[src/rtl/aidan_mcnay_piso_tx_pkg.sv]
// Shared definitions for the PISO transmitter: FSM state encodings,
// bit-counter width helper and the frame-extension width used when the
// parity bit is built in (AIDAN_MCNAY_PISO_TX_PARITY_EN).
package aidan_mcnay_piso_tx_pkg;

  localparam logic [1:0] STATE_IDLE = 2'd0;
  localparam logic [1:0] STATE_SEND = 2'd1;
  localparam logic [1:0] STATE_DONE = 2'd2;

`ifdef AIDAN_MCNAY_PISO_TX_PARITY_EN
  localparam int PARITY_BITS = 1;
`else
  localparam int PARITY_BITS = 0;
`endif

  // Wide enough to hold nbits+1 (longest frame) without wrapping.
  function automatic int cnt_width(input int nbits);
    return $clog2(nbits + 2);
  endfunction

endpackage

[src/rtl/aidan_mcnay_down_counter.sv]
// Loadable down-counter with an is-one flag; used as the frame bit counter.
// Ports: clk, reset (sync, active-high), load_i/load_val_i, dec_i, is_one_o.
// Decrement saturates at zero so the count never underflows.
module aidan_mcnay_down_counter #(
  parameter int W = 5
) (
  input  logic         clk,
  input  logic         reset,
  input  logic         load_i,
  input  logic [W-1:0] load_val_i,
  input  logic         dec_i,
  output logic         is_one_o
);

  logic [W-1:0] count_q, count_d;

  always_comb begin
    count_d = count_q;
    if (load_i) begin
      count_d = load_val_i;
    end else if (dec_i && (count_q != '0)) begin
      count_d = count_q - W'(1);
    end
  end

  always_ff @(posedge clk) begin
    if (reset) begin
      count_q <= '0;
    end else begin
      count_q <= count_d;
    end
  end

  assign is_one_o = (count_q == W'(1));

endmodule

[src/rtl/aidan_mcnay_piso_tx.sv]
// Parallel-in serial-out transmitter, MSB first, feeding a SIPO receiver.
// Ports: clk, reset (sync, active-high), req_val/req_rdy/req_data request
// port, ser_en/ser_data serial link, done one-cycle end-of-frame pulse.
// Latency: first bit one cycle after handshake; done L+1 cycles after it.
// Optional even-parity trailer bit: define AIDAN_MCNAY_PISO_TX_PARITY_EN.
module aidan_mcnay_piso_tx
  import aidan_mcnay_piso_tx_pkg::*;
#(
  parameter int nbits = 16
) (
  input  logic             clk,
  input  logic             reset,
  input  logic             req_val,
  output logic             req_rdy,
  input  logic [nbits-1:0] req_data,
  output logic             ser_en,
  output logic             ser_data,
  output logic             done
);

  localparam int CW        = cnt_width(nbits);
  localparam int FRAME_LEN = nbits + PARITY_BITS;

  logic [1:0]       state_q, state_d;
  logic [nbits-1:0] shreg_q, shreg_d;
  logic             cnt_load, cnt_dec, cnt_is_one;

  aidan_mcnay_down_counter #(.W(CW)) u_cnt (
    .clk        (clk),
    .reset      (reset),
    .load_i     (cnt_load),
    .load_val_i (CW'(FRAME_LEN)),
    .dec_i      (cnt_dec),
    .is_one_o   (cnt_is_one)
  );

`ifdef AIDAN_MCNAY_PISO_TX_PARITY_EN
  logic parity_q, parity_d;
`endif

  always_comb begin
    state_d  = state_q;
    shreg_d  = shreg_q;
    cnt_load = 1'b0;
    cnt_dec  = 1'b0;
`ifdef AIDAN_MCNAY_PISO_TX_PARITY_EN
    parity_d = parity_q;
`endif
    case (state_q)
      STATE_IDLE: begin
        // req_rdy is high throughout IDLE, so req_val alone is the handshake.
        if (req_val) begin
          shreg_d  = req_data;
          cnt_load = 1'b1;
          state_d  = STATE_SEND;
`ifdef AIDAN_MCNAY_PISO_TX_PARITY_EN
          parity_d = ^req_data;
`endif
        end
      end
      STATE_SEND: begin
        shreg_d = {shreg_q[nbits-2:0], 1'b0};
        cnt_dec = 1'b1;
        // Count of 1 means the last frame bit is on the wire this cycle.
        if (cnt_is_one) begin
          state_d = STATE_DONE;
        end
      end
      STATE_DONE: state_d = STATE_IDLE;
      default:    state_d = STATE_IDLE;
    endcase
  end

  always_ff @(posedge clk) begin
    if (reset) begin
      state_q  <= STATE_IDLE;
      shreg_q  <= '0;
`ifdef AIDAN_MCNAY_PISO_TX_PARITY_EN
      parity_q <= 1'b0;
`endif
    end else begin
      state_q  <= state_d;
      shreg_q  <= shreg_d;
`ifdef AIDAN_MCNAY_PISO_TX_PARITY_EN
      parity_q <= parity_d;
`endif
    end
  end

  // All outputs decode the state register only; nothing is combinational
  // from req_val.
  assign req_rdy = (state_q == STATE_IDLE);
  assign ser_en  = (state_q == STATE_SEND);
  assign done    = (state_q == STATE_DONE);

`ifdef AIDAN_MCNAY_PISO_TX_PARITY_EN
  // The data bits occupy counts L..2; the trailer bit goes out at count 1.
  assign ser_data = ser_en & (cnt_is_one ? parity_q : shreg_q[nbits-1]);
`else
  assign ser_data = ser_en & shreg_q[nbits-1];
`endif

endmodule

[config.mk]
export PLATFORM = sky130hd
export DESIGN_NAME = aidan_mcnay_piso_tx
export DESIGN_NICKNAME = d
export VERILOG_FILES = /design/src/rtl/aidan_mcnay_piso_tx_pkg.sv /design/src/rtl/aidan_mcnay_down_counter.sv /design/src/rtl/aidan_mcnay_piso_tx.sv
export SDC_FILE = /design/constraint.sdc
export NUM_CORES = 1
export LEC_CHECK = 0
export ABC_CLOCK_PERIOD_IN_PS = 1600
export BUFFER_PORTS_ARGS = -buffer_cell sky130_fd_sc_hd__buf_4
export CORE_MARGIN = 1.5
export CORE_UTILIZATION = 42
export DETAILED_ROUTE_END_ITERATION = 7
export GPL_ROUTABILITY_DRIVEN = 0
export HOLD_SLACK_MARGIN = 0.02
export PLACE_DENSITY = 0.75
export RECOVER_POWER = 100
export SETUP_SLACK_MARGIN = 0.3
export SYNTH_ARGS = -nofsm -noshare
export SYNTH_HDL_FRONTEND = slang
export SYNTH_SLANG_ARGS = --single-unit
[constraint.sdc]
create_clock -name clk -period 1.6 [get_ports clk]
set_input_delay 0.24 -clock clk [delete_from_list [all_inputs] [get_ports clk]]
set_output_delay 0.24 -clock clk [all_outputs]
set_load 0.05 [all_outputs]
==> results of run 1 <==
state kept, by name, indices dropped and copies added (netlist names):
register       count
state_q            2
u_cnt.count_q      5
shreg_q           16
layer usage:
layer | GRT usage | share of wire | vias up
met3 | 0.05932 | 0.040 | 4
met5 | 0 | 0 | -
li1 | - | - | 526
met2 | 0.3833 | 0.53 | 23
met1 | 0.2052 | 0.41 | 508
met4 | 0.1111 | 0.019 | 0
synth_stat cells, types with 3 or more instances:
library cell / number
nand2_1: 32
dfxtp_1: 23
a311oi_1: 16
nor2_1: 16
a21oi_1: 6
inv_1: 5
buf_2: 4
clkbuf_1: 4
o21ai_0: 3
or3_1: 3
kinds of logic after synthesis:
logic type	Yosys count	share of synthesized area
adder cells (fa/ha/maj)	2	0.02369
AND/OR/NAND/NOR	62	0.2571
buffers and inverters	15	0.06161
AO/OA/AOI/OAI	31	0.2216
flip-flops	23	0.4360
metrics by stage:
step | std cells | area [um^2]
2_1_floorplan | 133 | 1095
3_3_place_gp | 180 | 1297
3_5_place_dp | 180 | 1297
4_1_cts | 188 | 1420
5_1_grt | 191 | 1481
6_report | 191 | 1481
final cells by class:
class,count,area (um^2)
Fill cell,199,815.8
Inverter,6,25.02
Tap cell,28,35.03
Clock buffer,3,22.52
Timing Repair Buffer,35,320.3
Sequential cell,23,464.2
Clock inverter,1,5.005
Multi-Input combinational cell,95,609.3
worst max-delay path, stage by stage (launching register included):
cell      delay [ns]
dfxtp_1         0.33
nand2b_4        0.16
inv_4           0.08
and2_4          0.13
clkbuf_4        0.21
path summary, 6_finish.rpt:
check / endpoint / slack [ns]
max reg2reg: u_cnt.count_q[3] / 0.18
min: shreg_q[1] / 0.17
min reg2reg: shreg_q[9] / 0.48
max: ser_data / 0.13
power groups by stage:
stage	Sequential (W)	Combinational (W)	Clock [W]
after floorplan	0.000661	0.000188	0
after global placement	0.000664	0.000261	0
after detailed placement	0.000665	0.000269	0
after CTS	0.000655	0.000309	0.000293
after global routing	0.000662	0.000371	0.000311
final	0.000656	0.000341	0.000276
timing repair:
item / CTS / global route
setup endpoints to repair: 19 / 22
cloned: 1 / 2
buffers inserted: 3 / 1
pin swaps: 5 / 13
resized for setup: 16 / 12
==> metrics.md, run 1 <==
| Metric | Value |
|---|---|
| TritonCTS clock tree | yes |
| Drt first pass iters | 4 |
| Sequential power share | 0.516 |
| H-tree depth reported by CTS | 1 |
| Wire per inst | 14.06 um |
| Clock buffer depth | 2 |
| Maximum vdd drop | 0.0007097 V |
| Clock period minus worst slack | 1.467 ns |
| Combinational power share | 0.268 |
| Remaining antenna violation count | 0 |
| Final worst clock skew | 0.006554 ns |
| Max_slew headroom | 0.7606 |
| Largest area contributor in the netlist | dfxtp_1 |
| Async SR Flop Fraction | 0 |
| Top FF cell, synth | dfxtp_1 |
| Avg Inst Size Synth | 7.940 um^2 |
| Total chip power | 0.001273 W |
| Die width | 53.14 um |
| Leak Pwr | 0.6307 nW |
| Mapped Nets | 154 |
| Setup TNS | 0 ns |
| Total die area | 2824 um^2 |
| Vias | 1061 |
| DRC viols | 0 |
| Iteration-0 DRC Markers | 14 |
| Outcome | finished, final reports clean |
| Number of cell rows | 17 |
| Global-route wire length before repair | 4112 um |
| Clock Sinks | 23 |
| Pre-CTS WS | 0.1716 ns |
| Hold Fails Final Rpt | 0 |
| CP Launch Point | state_q[1] |
| Ant. Diodes | 0 |
| Total GRT Usage | 0.2071 |
| Most common cell after layout, fill and taps aside | nand2_1 |
| Top-area cell type share of the netlist area | 0.4360 |
| Ys Warns | 0 |
| Most frequent cells in the layout | nand2_1, buf_4, dfxtp_1 |
| Grt ovf | 0 |
| CP Class | reg2out |
| Element type at the critical path end | output pin |
| CTS Buf Count | 3 |
| Port buffer count | 22 |
| Data arrival time of the critical path | 1.23 ns |
| Clock Latency Late Sink | 0.32 ns |
| Die Y-Extent | 53.14 um |
| Pin count of the biggest net entering global routing | 21 |
| Final worst-path cycle share | 0.9168 |
| Final core occ | 0.6449 |
| Net Sw Frac | 0.3039 |
| Worst Setup Slack, final | 0.1332 ns |
| I/O pins | 23 |
| Final #Nets | 185 |
| Worst r2r path cells | 3 |
| Vias in the first global route | 986 |
| Area grow syn2layout | 40.28% |
| DR vias/cell | 5.555 |
| Int Power | 0.0008863 W |
| HP Start | req_data[1] |
| Post-Synthesis Cells | 133 |
| CP startpoint kind | flip-flop |
| Routed WL | 2685 um |
| Slew at the pin with the worst max-slew slack | 0.3576 ns |
| Net Sw Power | 0.0003869 W |
| Hold slack | 0.1729 ns |
| Clock power share | 0.217 |
| Crit path max fanout | 4 |
| CTS clk-pin slew, worst paths | 0.13 ns |
| Hold Crit Class | in2reg |
| Power Density | 859.5 nW/um^2 |
| # setup viols final | 0 |
| Hold Crit Depth | 3 |
| Upper clock frequency limit | 0.6817 GHz |
| Flops & latches, synth | 23 |
| Initial core utilization | 0.4597 |
| Worst r2r src | u_cnt.count_q[0] |
| Post-synth EDFFs | 0 |
| Critical Path RT | 1.36 ns |
| Layout cells sized above 1 | 0.3497 |
| Hpwl dp | 1612 um |
| Antenna violations before repair | 0 |
| Register area share after synthesis | 0.4360 |
| Pins Over Slew Limit | 0 |
| Netlist cell types | 25 |
| MaxCap Viol Count | 0 |
| CTS Hold Bufs | 0 |
| Clock root cell | clkbuf_4 |
| Area of the mapped netlist | 1056 um^2 |
| RSZ-0062 raised after global routing | yes |
| Placeable core region | 2297 um^2 |
| Synth top area cells | dfxtp_1, a311oi_1, nand2_1 |
Power figures use the tool's default switching activity.
==> run 2: changes to the inputs <==
Settings changed: ABC_CLOCK_PERIOD_IN_PS 1600 to 1200, PLACE_DENSITY 0.75 to 0.78.
Clock period 1.6 ns to 1.2 ns, I/O delays scaled along.
==> metrics.md, run 2 (synthesized netlist as in run 1, its figures left out) <==
| Metric | Value |
|---|---|
| Vias | 1172 (was 1061) |
| Pin count of the biggest net entering global routing | 21 (unchanged) |
| Hold Fails Final Rpt | 0 (unchanged) |
| Total GRT Usage | 0.2172 (was 0.2071) |
| Most common cell after layout, fill and taps aside | buf_4 (was nand2_1) |
| Wire per inst | 15.78 um (was 14.06 um) |
| Element type at the critical path end | flip-flop (was output pin) |
| # setup viols final | 25 (was 0) |
| CTS Buf Count | 3 (unchanged) |
| Pins Over Slew Limit | 0 (unchanged) |
| CTS clk-pin slew, worst paths | 0.14 ns (was 0.13 ns) |
| Slew at the pin with the worst max-slew slack | 0.3601 ns (was 0.3576 ns) |
| Reg area | 469.2 um^2 (was 464.2 um^2) |
| Vias in the first global route | 1077 (was 986) |
| Final worst-path cycle share | 1.184 |
| Upper clock frequency limit | 0.7037 GHz |
| Critical Path RT | 1.41 ns (was 1.36 ns) |
| Power Density | 1043 nW/um^2 (was 859.5 nW/um^2) |
| Hpwl dp | 1774 um (was 1612 um) |
| MaxCap Viol Count | 0 (unchanged) |
| Total die area | 2824 um^2 (unchanged) |
| Max_slew headroom | 0.7589 (was 0.7606) |
| H-tree depth reported by CTS | 1 (unchanged) |
| Layout cells sized above 1 | 0.5506 (was 0.3497) |
| CTS Hold Bufs | 0 (unchanged) |
| Antenna violations before repair | 0 (unchanged) |
| Routed WL | 3251 um (was 2685 um) |
| Worst r2r src | state_q[1] (was u_cnt.count_q[0]) |
| Data arrival time of the critical path | 1.64 ns (was 1.23 ns) |
| Total chip power | 0.001873 W (was 0.001273 W) |
| HP Start | req_data[6] (was req_data[1]) |
| Final worst clock skew | 0.01679 ns (was 0.006554 ns) |
| Most frequent cells in the layout | buf_4, nand2_1, dfxtp_1 (was nand2_1, buf_4, dfxtp_1) |
| Final core occ | 0.7816 (was 0.6449) |
| Ant. Diodes | 0 (unchanged) |
| Max FFs per register | 16 (unchanged) |
| Outcome | finished with violations (was finished, final reports clean) |
| Hold Crit Class | in2reg (unchanged) |
| Worst Setup Slack, final | -0.2211 ns (was 0.1332 ns) |
| TritonCTS clock tree | yes (unchanged) |
| CP Launch Point | state_q[1] (unchanged) |
| Largest registers | shreg_q (16), u_cnt.count_q (5), state_q (2) (unchanged) |
| DR vias/cell | 5.689 (was 5.555) |
| Clock period minus worst slack | 1.421 ns |
| Clock buffer depth | 2 (unchanged) |
| Die Y-Extent | 53.14 um (unchanged) |
| Clock Sinks | 23 (unchanged) |
| Register with the most flip-flops | shreg_q (unchanged) |
| Clock Latency Late Sink | 0.32 ns (about the same) |
| Placeable core region | 2297 um^2 (unchanged) |
| Iteration-0 DRC Markers | 32 (was 14) |
| Die width | 53.14 um (unchanged) |
| Fill cell count | 139 (was 199) |
| RSZ-0062 raised after global routing | yes (unchanged) |
| Final #Nets | 200 (was 185) |
| Remaining antenna violation count | 0 (unchanged) |
| Failing checks | setup timing |
| Footprint of the multi-input gates | 742.0 um^2 (was 609.3 um^2) |
| Worst r2r path cells | 6 (was 3) |
| Crit path max fanout | 7 (was 4) |
| Hold slack | 0.1183 ns (was 0.1729 ns) |
| Number of cell rows | 17 (unchanged) |
| Placed cells | 190 (was 180) |
| Initial core utilization | 0.4597 (unchanged) |
| Hold Crit Depth | 3 (unchanged) |
| Port buffer count | 22 (unchanged) |
| Drt first pass iters | 4 (unchanged) |
| CP Class | reg2reg (was reg2out) |
| Global-route wire length before repair | 4574 um (was 4112 um) |
| Leak Pwr | 0.7584 nW (was 0.6307 nW) |
| DRC viols | 0 (unchanged) |
| Area grow syn2layout | 70.02% (was 40.28%) |
| CP startpoint kind | flip-flop (unchanged) |
| Grt ovf | 0 (unchanged) |
| I/O pins | 23 (unchanged) |
| Post-Layout Cell Count | 206 (was 191) |
| Clock root cell | clkbuf_4 (unchanged) |
| Maximum vdd drop | 0.0007060 V (was 0.0007097 V) |
[run 2: cell count changes in the layout (fill, tap and decap cells not counted), moves of 4 or more]
cell      change
a311oi_1      -4
nor2_2        +6
buf_6         +7
a21oi_1       -4
nor2_1        -6
a21oi_2       +4
buf_4         +9
a311oi_2      +4
[run 2: worst max-delay path, cell delays in order (launching register included)]
cell and delay [ns]:
dfxtp_2 0.35, buf_4 0.13, buf_6 0.12, o21ba_4 0.28
buf_12 0.13, nor2_2 0.04, a311oi_1 0.28
[run 2: worst paths after layout]
path / endpoint / slack (ns)
worst min register to register: shreg_q[2] / 0.49
worst max register to register: shreg_q[14] / -0.22
worst min-delay path: shreg_q[6] / 0.12
worst max-delay path: shreg_q[14] / -0.22
[run 2: timing repair]
item,in CTS,in global routing
pin swaps,15,15
setup endpoints to repair,27,27
buffers inserted,7,3
gates resized for setup,37,21
cloned,1,1
[run 2: final cells by class]
cell class              count  area share
multi-input cells          95      0.4132
repair buffers             50      0.2753
flip-flops and latches     23      0.2613
well taps                  28     0.01951
inverters                   6     0.01533
clock buffers               3     0.01254
clock inverters             1    0.002787
[run 2: through the flow]
step                instance area, um^2  setup slack, ns  setup TNS, ns
floorplan                          1135         -0.09965        -0.4636
global placement                   1409          -0.1164         -1.046
detailed placement                 1409          -0.1569         -2.104
CTS                                1654          -0.2014         -2.957
global route                       1795          -0.2953         -4.745
finish                             1795          -0.2211         -3.448
[run 2: routing by layer]
metal | track usage | up-vias | part of all wire
li1 | - | 559 | -
met1 | 0.2504 | 573 | 0.40
met2 | 0.4083 | 34 | 0.55
met3 | 0.03107 | 6 | 0.037
met4 | 0.06410 | 0 | 0.015
met5 | 0 | - | 0
[run 2: power by group]
group	internal [W]	leakage [nW]	switching, W
clock	0.000124	0.0177	0.000243
combinational	0.000330	0.548	0.000289
sequential	0.000830	0.192	0.0000564
total	0.00128	0.758	0.000589
